--- config.mk ---
export PLATFORM = sky130hd
export DESIGN_NAME = wb_trace_buffer_flat
export DESIGN_NICKNAME = d
export VERILOG_FILES = /design/src/rtl/wb_trace_pkg.sv /design/src/rtl/wb_trace_buffer_if.sv /design/src/rtl/wb_trace_fifo.sv /design/src/rtl/wb_trace_buffer.sv /design/src/flat_wrapper.sv
export SDC_FILE = /design/constraint.sdc
export NUM_CORES = 1
export LEC_CHECK = 0
export BUFFER_PORTS_ARGS = -buffer_cell sky130_fd_sc_hd__buf_2
export CORE_MARGIN = 1.5
export CORE_UTILIZATION = 55
export CTS_CLUSTER_SIZE = 28
export DETAILED_ROUTE_END_ITERATION = 12
export PLACE_DENSITY = 0.72
export SKIP_LAST_GASP = 1
export SLEW_MARGIN = 15
export SYNTH_ARGS = -nofsm -noshare
export SYNTH_HDL_FRONTEND = slang
export SYNTH_SLANG_ARGS = --single-unit
--- constraint.sdc ---
create_clock -name clock -period 10 [get_ports clock]
set_input_delay 2 -clock clock [delete_from_list [all_inputs] [get_ports clock]]
set_output_delay 2 -clock clock [all_outputs]
set_load 0.02 [all_outputs]
--- src/rtl/wb_trace_pkg.sv ---
// Shared widths, payload layout and helpers for the writeback trace buffer.
package wb_trace_pkg;
   localparam int REG_W  = 5;
   localparam int DATA_W = 32;
   localparam int DROP_W = 16;

   typedef struct packed {
      logic [REG_W-1:0]  wreg;
      logic [DATA_W-1:0] wdata;
   } wb_payload_t;

   localparam int PAYLOAD_W = $bits(wb_payload_t);

   // Stored entry is {stamp, payload}, stamp in the upper bits.
   function automatic int entry_w(input int ts_w);
      return ts_w + PAYLOAD_W;
   endfunction

   function automatic logic [DROP_W-1:0] sat_inc(input logic [DROP_W-1:0] v);
      return (&v) ? v : v + 1'b1;
   endfunction
endpackage

--- src/rtl/wb_trace_buffer_if.sv ---
// Writeback capture, drain handshake and status signals of the trace buffer.
interface wb_trace_buffer_if
   import wb_trace_pkg::*;
#(
   parameter int DEPTH = 16,
   parameter int TS_W  = 16
) ();
   localparam int CNT_W = $clog2(DEPTH) + 1;

   logic              capture_en;
   logic              clear;
   logic              wb_we;
   logic [REG_W-1:0]  wb_reg;
   logic [DATA_W-1:0] wb_data;
   logic              out_valid;
   logic              out_ready;
   logic [REG_W-1:0]  out_reg;
   logic [DATA_W-1:0] out_data;
   logic [TS_W-1:0]   out_stamp;
   logic [CNT_W-1:0]  count;
   logic              overflow;
   logic [DROP_W-1:0] drop_count;

   modport master (
      output capture_en, clear, wb_we, wb_reg, wb_data, out_ready,
      input  out_valid, out_reg, out_data, out_stamp, count, overflow, drop_count
   );

   modport slave (
      input  capture_en, clear, wb_we, wb_reg, wb_data, out_ready,
      output out_valid, out_reg, out_data, out_stamp, count, overflow, drop_count
   );
endinterface

--- src/rtl/wb_trace_fifo.sv ---
// Generic show-ahead synchronous FIFO; pointers carry an extra wrap bit for full/empty.
module wb_trace_fifo #(
   parameter int WIDTH = 8,
   parameter int DEPTH = 16
) (
   input  logic                       clock_i,
   input  logic                       reset_i,
   input  logic                       push_i,
   input  logic                       pop_i,
   input  logic                       clear_i,
   input  logic [WIDTH-1:0]           din_i,
   output logic [WIDTH-1:0]           dout_o,
   output logic                       full_o,
   output logic                       empty_o,
   output logic [$clog2(DEPTH):0]     count_o
);
   localparam int AW = $clog2(DEPTH);
   localparam logic [AW:0] FULL_CNT = (AW+1)'(DEPTH);

   logic [AW:0]      wr_q, wr_d;
   logic [AW:0]      rd_q, rd_d;
   logic [WIDTH-1:0] mem_q [DEPTH];
   logic             do_push, do_pop;

   assign count_o = wr_q - rd_q;
   assign full_o  = (count_o == FULL_CNT);
   assign empty_o = (wr_q == rd_q);
   assign dout_o  = mem_q[rd_q[AW-1:0]];

   // A push into a full FIFO only proceeds when the head leaves on the same edge.
   assign do_pop  = pop_i & ~empty_o & ~clear_i;
   assign do_push = push_i & (~full_o | do_pop) & ~clear_i;

   always_comb begin
      wr_d = wr_q;
      rd_d = rd_q;
      if (clear_i) begin
         wr_d = '0;
         rd_d = '0;
      end else begin
         if (do_push) wr_d = wr_q + 1'b1;
         if (do_pop)  rd_d = rd_q + 1'b1;
      end
   end

   always_ff @(posedge clock_i or posedge reset_i) begin
      if (reset_i) begin
         wr_q <= '0;
         rd_q <= '0;
      end else begin
         wr_q <= wr_d;
         rd_q <= rd_d;
      end
   end

   always_ff @(posedge clock_i) begin
      if (do_push) mem_q[wr_q[AW-1:0]] <= din_i;
   end
endmodule

--- src/rtl/wb_trace_buffer.sv ---
// Time-stamps qualifying regfile writebacks and queues them for a valid/ready consumer.
module wb_trace_buffer
   import wb_trace_pkg::*;
#(
   parameter int DEPTH      = 16,
   parameter int TS_W       = 16,
   parameter bit CAPTURE_R0 = 1'b0
) (
   input logic               clock,
   input logic               reset,
   wb_trace_buffer_if.slave  bus
);
   localparam int ENTRY_W = entry_w(TS_W);
   localparam int CNT_W   = $clog2(DEPTH) + 1;

   logic [TS_W-1:0]    ts_q, ts_d;
   logic               overflow_q, overflow_d;
   logic [DROP_W-1:0]  drop_q, drop_d;
   logic               push_req, pop, drop;
   logic               full, empty;
   logic [CNT_W-1:0]   fifo_count;
   wb_payload_t        push_pl, head_pl;
   logic [ENTRY_W-1:0] push_entry, head_entry;
   logic [TS_W-1:0]    head_stamp;

   assign push_req = bus.capture_en & bus.wb_we & (CAPTURE_R0 | (bus.wb_reg != '0));
   assign pop      = bus.out_ready & ~empty;
   assign drop     = push_req & full & ~pop & ~bus.clear;

   assign push_pl    = '{wreg: bus.wb_reg, wdata: bus.wb_data};
   assign push_entry = {ts_q, push_pl};

   wb_trace_fifo #(
      .WIDTH (ENTRY_W),
      .DEPTH (DEPTH)
   ) u_fifo (
      .clock_i (clock),
      .reset_i (reset),
      .push_i  (push_req),
      .pop_i   (pop),
      .clear_i (bus.clear),
      .din_i   (push_entry),
      .dout_o  (head_entry),
      .full_o  (full),
      .empty_o (empty),
      .count_o (fifo_count)
   );

   // The cycle counter keeps running through clear so stamps stay comparable across flushes.
   always_comb begin
      ts_d       = ts_q + 1'b1;
      overflow_d = overflow_q;
      drop_d     = drop_q;
      if (bus.clear) begin
         overflow_d = 1'b0;
         drop_d     = '0;
      end else if (drop) begin
         overflow_d = 1'b1;
         drop_d     = sat_inc(drop_q);
      end
   end

   always_ff @(posedge clock or posedge reset) begin
      if (reset) begin
         ts_q       <= '0;
         overflow_q <= 1'b0;
         drop_q     <= '0;
      end else begin
         ts_q       <= ts_d;
         overflow_q <= overflow_d;
         drop_q     <= drop_d;
      end
   end

   assign head_pl    = head_entry[PAYLOAD_W-1:0];
   assign head_stamp = head_entry[ENTRY_W-1 -: TS_W];

   assign bus.out_valid  = ~empty;
   assign bus.out_reg    = empty ? '0 : head_pl.wreg;
   assign bus.out_data   = empty ? '0 : head_pl.wdata;
   assign bus.out_stamp  = empty ? '0 : head_stamp;
   assign bus.count      = fifo_count;
   assign bus.overflow   = overflow_q;
   assign bus.drop_count = drop_q;
endmodule
--- src/flat_wrapper.sv ---
// flat-port wrapper written by rule: the top's interface ports become plain ports
module wb_trace_buffer_flat import wb_trace_pkg::*;
#(
   parameter int DEPTH      = 16,
   parameter int TS_W       = 16,
   parameter bit CAPTURE_R0 = 1'b0
)
  (clock, reset, bus_capture_en, bus_clear, bus_wb_we, bus_wb_reg, bus_wb_data, bus_out_ready, bus_out_valid, bus_out_reg, bus_out_data, bus_out_stamp, bus_count, bus_overflow, bus_drop_count);
  wb_trace_buffer_if #(.DEPTH(DEPTH), .TS_W(TS_W)) bus_i ();
  input logic clock;
  input logic reset;
  input wire logic [$bits(bus_i.capture_en)-1:0] bus_capture_en;
  input wire logic [$bits(bus_i.clear)-1:0] bus_clear;
  input wire logic [$bits(bus_i.wb_we)-1:0] bus_wb_we;
  input wire logic [$bits(bus_i.wb_reg)-1:0] bus_wb_reg;
  input wire logic [$bits(bus_i.wb_data)-1:0] bus_wb_data;
  input wire logic [$bits(bus_i.out_ready)-1:0] bus_out_ready;
  output wire logic [$bits(bus_i.out_valid)-1:0] bus_out_valid;
  output wire logic [$bits(bus_i.out_reg)-1:0] bus_out_reg;
  output wire logic [$bits(bus_i.out_data)-1:0] bus_out_data;
  output wire logic [$bits(bus_i.out_stamp)-1:0] bus_out_stamp;
  output wire logic [$bits(bus_i.count)-1:0] bus_count;
  output wire logic [$bits(bus_i.overflow)-1:0] bus_overflow;
  output wire logic [$bits(bus_i.drop_count)-1:0] bus_drop_count;
  assign bus_i.capture_en = bus_capture_en;
  assign bus_i.clear = bus_clear;
  assign bus_i.wb_we = bus_wb_we;
  assign bus_i.wb_reg = bus_wb_reg;
  assign bus_i.wb_data = bus_wb_data;
  assign bus_i.out_ready = bus_out_ready;
  assign bus_out_valid = bus_i.out_valid;
  assign bus_out_reg = bus_i.out_reg;
  assign bus_out_data = bus_i.out_data;
  assign bus_out_stamp = bus_i.out_stamp;
  assign bus_count = bus_i.count;
  assign bus_overflow = bus_i.overflow;
  assign bus_drop_count = bus_i.drop_count;
  wb_trace_buffer #(.DEPTH(DEPTH), .TS_W(TS_W), .CAPTURE_R0(CAPTURE_R0)) u_core (.clock(clock), .reset(reset), .bus(bus_i));
endmodule
# [Word level (Yosys, flattened, before mapping)]
# Memories as Yosys holds them, arrays and structs flattened.
# Index checks and enable logic that the tools add are counted.
[classes] add_sub_neg=5 muxes=14 n_reduce_logical=6 n_bitwise=15 n_eq_ne=3
[op_table] operator="$mux W16" n=4
[op_table] operator="$add A16 B1 Y16 const B" n=2
[op_table] operator="$mux W32" n=1
[op_table] operator="$mux W5" n=5
[op_table] operator="$reduce_and A16 Y1" n=1
[op_table] operator="$add A5 B1 Y5 const B" n=2
[op_table] operator="$and A1 B1 Y1" n=10
[op_table] operator="$reduce_bool A2 Y1" n=3
[op_table] operator="$eq A5 B5 Y1" n=1
[op_table] operator="$eq A5 B5 Y1 const B" n=1
[op_table] operator="$reduce_bool A5 Y1" n=1
[op_table] operator="$sub A5 B5 Y5" n=1
[op_table] operator="$mux W1" n=4
[op_table] operator="$not A1 Y1" n=4
[op_table] operator="$ne A2 B2 Y1 const B" n=1
[op_table] operator="$reduce_and A2 Y1" n=1
[op_table] operator="$or A1 B1 Y1" n=1
[totals] inputBits=43 reg_bits=43 out_inout_bits=76 ram_bits=848 mem_count=1 elab_cells=49
[mem_list] name="u_core.u_fifo.mem_q" depth=16 width=53 read_ports=1 rd_clocked_by_memory_dff=0 wr=1 line_no="wb_trace_fifo.sv:22" rtl="logic [WIDTH-1:0] mem_q [DEPTH];"

# [Logic depth before layout (Yosys ltp)]
[depth] word_depth=10 depth_mapped=14

# [Cells and area by module]
# A second synthesis with hierarchy kept.
[hier_totals] hier_cells=1781 hier_area_um2=34941.0
[by_module_without_submodules] mod="wb_trace_fifo" instances=1 seq_area_each_um2=25714.7 cells_each=1569 area_per_inst_um2=33001.7
[by_module_without_submodules] mod="wb_trace_buffer" instances=1 seq_area_each_um2=825.8 cells_each=212 area_per_inst_um2=1939.4

# [Worst setup path after synthesis]
# Ideal clock, no wire load.
[synth_path] path_kind="input to register" from="input bus_wb_reg[1]" to="memory u_core.u_fifo.mem_q[0][0] (netlist bit), enable pin" t_required_ps=9405 arrival_time_ps=7692 setup_ps=595 path_slack_ps=1713 n_path_buf=1 stages=5 path_cell_list="or3_1 -> o311a_1 -> o31ai_1 -> clkbuf_1 -> nor4_1"
[synth_via] elab_chain_len=6
[synth_rtl] element="start: declaration" line_no="flat_wrapper.sv:15" rtl="input wire logic [$bits(bus_i.wb_reg)-1:0] bus_wb_reg;"
[synth_rtl] element="$reduce_bool A5 Y1" line_no="wb_trace_buffer.sv:26" rtl="assign push_req = bus.capture_en & bus.wb_we & (CAPTURE_R0 | (bus.wb_reg != '0));"
[synth_rtl] element="$and A1 B1 Y1" line_no="wb_trace_buffer.sv:26"
[synth_rtl] element="$and A1 B1 Y1 (2 in a row)" line_no="wb_trace_fifo.sv:32" rtl="assign do_push = push_i & (~full_o | do_pop) & ~clear_i;"
[synth_rtl] element="$mux W1" line_no="wb_trace_fifo.sv:57" rtl="if (do_push) mem_q[wr_q[AW-1:0]] <= din_i;"
[synth_rtl] element="$mux W1 (implied by the code)" line_no="wb_trace_fifo.sv:57"
[synth_rtl] element="end: declaration" line_no="wb_trace_fifo.sv:22"
# Every way passes these cells.

# [Worst setup path after layout]
[layout_path] from="register u_core.u_fifo.rd_q[1]" to="output bus_out_data[31]"
[layout_via] elab_chain_len=2 word_cells_on_any_way=3 cone_classes="eq/ne (1); mux (1); memory (1)"
[layout_rtl] element="start: declaration" line_no="wb_trace_fifo.sv:21" rtl="logic [AW:0] rd_q, rd_d;"
[layout_rtl] element="start signal: assignment" line_no="wb_trace_fifo.sv:52" rtl="rd_q <= rd_d;"
[layout_rtl] element="$mem_v2 Z16 W53 or $eq A5 B5 Y1 (tied branches)"
[layout_rtl] element="$mux W32 *" line_no="wb_trace_buffer.sv:80" rtl="assign bus.out_data = empty ? '0 : head_pl.wdata;"
[layout_rtl] element="end: declaration" line_no="flat_wrapper.sv:20" rtl="output wire logic [$bits(bus_i.out_data)-1:0] bus_out_data;"
# Every way passes the cells marked *; elsewhere a longest branch is shown, timed or not.

==> impl_metrics.yaml <==
run_status:
  status: "finished, final reports clean"
clock_tree:
  insertion_delay_ns: 0.64
  cts_buffers: 86
  hold_buffers: 0
  path_clk_slew_ns: 0.06
  cts_max_path_buffers: 3
  cts_tree: "done"
  cts_sinks: 891
  cts_setup_buffers: 0
  cts_resized: 0
  clockRootBuffer: "clkbuf_16"
  h-tree-depth: 3
drt:
  vias: 15900
  route.met2.wl_mm: 36.3
  vias_per_cell: 6.18
  wl_met3_mm: 5.12
  drt-initial-drc-count: 1545
  routed_wl_mm: 72.3
  drtPass1Iterations: 5
  wl_met1_mm: 29.3
  final_antenna_net_count: 0
  drc: 0
  highest_layer: "met5"
  wire_per_inst_um: 28.1
yosys:
  synth_warnings: 0
  async_reset_ff_share_pct: 4.83
  synth.top_cell.area_share_pct: 73.9
  netlist_area_um2: 34500
  synth_cells: 1496
  synth_ff_type: "edfxtp_1"
  synth-edff-count: 848
  avgSynthCellArea_um2: 23.0
  synth_cell_type_count: 42
  yosysTopAreaCell: "edfxtp_1"
  syn_nets: 1551
  yosys-top-cells-area: "edfxtp_1, mux4_2, dfrtp_1"
  ys_seq_area_share_pct: 77.0
  ys_ff_latch: 891
pwr:
  vdd_drop_max_mv: 0.124
  power_density_nw_per_um2: 211
  p_leak_uw: 0.0122
floorplan:
  core_um2: 61800
  start_util_pct: 55.8
  io_pins: 119
  dieWidth_um: 253
  placementRows: 91
  die_h_um: 253
  dieArea_um2: 64200
global_route:
  grt_pass1_vias: 16500
  grt_pass1_wl_mm: 107
  grt_use_total_pct: 23.3
  grt_overflow_total: 0
  antenna_found_initial: 2
  grt_max_degree: 105
hold_path:
  hold-path-endpoint: "u_core.bus.overflow$_DFFE_PP0P_"
  min_path_cells: 2
  hp-start: "u_core.bus.overflow$_DFFE_PP0P_"
  min_path_type: "flop to flop"
sta:
  min_period_ns: 6.40
  max_slew_margin_pct: 23.7
  skew_ns: 0.0204
  finalWorstSetupSlack_ns: 3.60
  fmax_mhz: 156
  maxSlewViolCount: 0
  final-hold-violation-count: 0
  fin_crit_sh_pct: 64.0
  setup_tns_ns: 0
  finalSetupViolations: 0
  max_slew.worst_pin.slew_ns: 1.14
  rsz0062_at_grt: "no"
critical_path:
  crit_arrival_ns: 4.40
  path_class: "flop to output port"
  cp_max_fo: 70
  ff2ff_path_depth: 9
  cp.required_ns: 8.00
  slowest_stage: "buf_4"
  critPathTopFamily: "buffers and inverters"
  start_kind: "flop"
  cpPeakStageDelay_ns: 0.87
  rr_startpoint: "u_core.u_fifo.rd_q[1]$_DFFE_PP0P_"
  crit_path_end_kind: "output port"
  crit_chain: "buf_4 -> buf_4 -> mux4_2 -> mux4_2 -> nor2b_1 -> buf_2"
  path_buf_inv: 3
  r2r-end: "u_core.u_fifo.mem_q[7][5]$_DFFE_PP_"
  worst-r2r-setup-slack_ns: 4.75
final_layout:
  drive_gt1_share_pct: 32.8
  fin_nets: 1718
  layout.cells.non_filler: 2570
  syn_to_final_growth_pct: 13.0
placed_design:
  place_inst: 2412
  place.gp.congestion: 0.742
  portBuffers: 118
  hpwl_mm: 35.4
  pre_cts_slack_ns: 4.25
flow_run:
  drv_cap: 0
-- synthesized netlist by cell type, types with 2 or more instances --
master and number:
nand3_1 10, nand2_1 18, buf_2 17, and2b_1 3, o21ai_0 11, nor2_1 21, ha_1 11, mux2i_1 2
o31ai_1 8, inv_1 15, buf_1 13, nor3_1 15, xor2_1 10, dfrtp_1 43, or3_1 10, xnor2_1 14
nor4_1 4, mux4_2 265, nand2b_1 6, and3_1 6, nor2b_1 51, a21oi_1 19, clkbuf_1 44, edfxtp_1 848
nand4_1 8, or4_1 8
-- worst max-delay path by stage --
stage	end	cells past startpoint	startpoint
floorplan	u_core.u_fifo.mem_q[0][0]$_DFFE_PP_	5	bus_wb_reg[1]
global placement	bus_out_stamp[15]	6	u_core.u_fifo.rd_q[1]$_DFFE_PP0P_
detailed placement	bus_out_stamp[15]	6	u_core.u_fifo.rd_q[1]$_DFFE_PP0P_
CTS	bus_out_stamp[15]	6	u_core.u_fifo.rd_q[1]$_DFFE_PP0P_
global route	bus_out_stamp[15]	6	u_core.u_fifo.rd_q[1]$_DFFE_PP0P_
finish	bus_out_data[31]	6	u_core.u_fifo.rd_q[1]$_DFFE_PP0P_
-- through the flow --
stage,power (µW),hold WS [ns],area [µm²],util (%)
2_1_floorplan,4900,0.523,34500,-
3_3_place_gp,5160,0.490,36200,58.6
3_5_place_dp,5170,0.486,36200,58.6
4_1_cts,8300,0.511,39000,63.0
5_1_grt,8490,0.545,39000,63.0
6_report,8210,0.506,39000,63.0
-- routing by layer --
layer  vias to the layer above  GRT usage, %
met3                       107          3.93
met2                       662          38.0
li1                       6643             -
met5                         -             0
met1                      8473          32.9
met4                         2          6.79
-- cell families after synthesis --
| group | count (synthesis) | share of synthesized area (%) |
|---|---|---|
| flip-flops | 891 | 77.0 |
| multiplexers | 268 | 17.4 |
| AO/OA/AOI/OAI | 40 | 0.660 |
| buffers and inverters | 92 | 1.09 |
| XOR/XNOR | 24 | 0.610 |
| adder cells (fa/ha/maj) | 12 | 0.457 |
| AND/OR/NAND/NOR | 169 | 2.81 |
-- worst min-delay path, delay by kind of cell (launching register included) --
| kind | cells | cell delay (ns) |
|---|---|---|
| flops | 1 | 0.34 |
| simple gates | 1 | 0.08 |
| compound gates | 1 | 0.04 |
-- registers in the layout, summed over array words and instances (netlist names) --
name	count
u_core.u_fifo.mem_q	848
u_core.bus.drop_count	16
u_core.ts_q	16
u_core.u_fifo.rd_q	5
u_core.u_fifo.wr_q	5
u_core.bus.overflow	1
-- layout by cell type (no fill, tap or decap), types with 14 or more instances in the layout --
cell type	count
nand2_1	18
mux4_2	265
a21oi_1	19
edfxtp_1	848
xnor2_1	14
clkbuf_16	89
inv_1	14
clkinv_2	16
clkinv_1	14
buf_2	118
nor2b_1	51
nor2_1	21
dfrtp_1	40
buf_4	36
clkbuf_1	20
-- power by group --
part | internal, µW | switching [µW] | leakage [µW]
Combinational | 442 | 502 | 0.00278
Clock | 1820 | 1320 | 0.00134
Sequential | 4090 | 38.5 | 0.00813
-- layout make-up --
type                            count  area, µm²
Clock inverter                     46        432
Fill cell                        4016      22900
Timing Repair Buffer              155        881
Tap cell                          837       1050
Multi-Input combinational cell    513       7660
Sequential cell                   891      26600
Inverter                           16       62.6
Antenna cell                        2       5.00
Clock buffer                      110       2320
No activity file was read; power rests on OpenSTA's default activity.
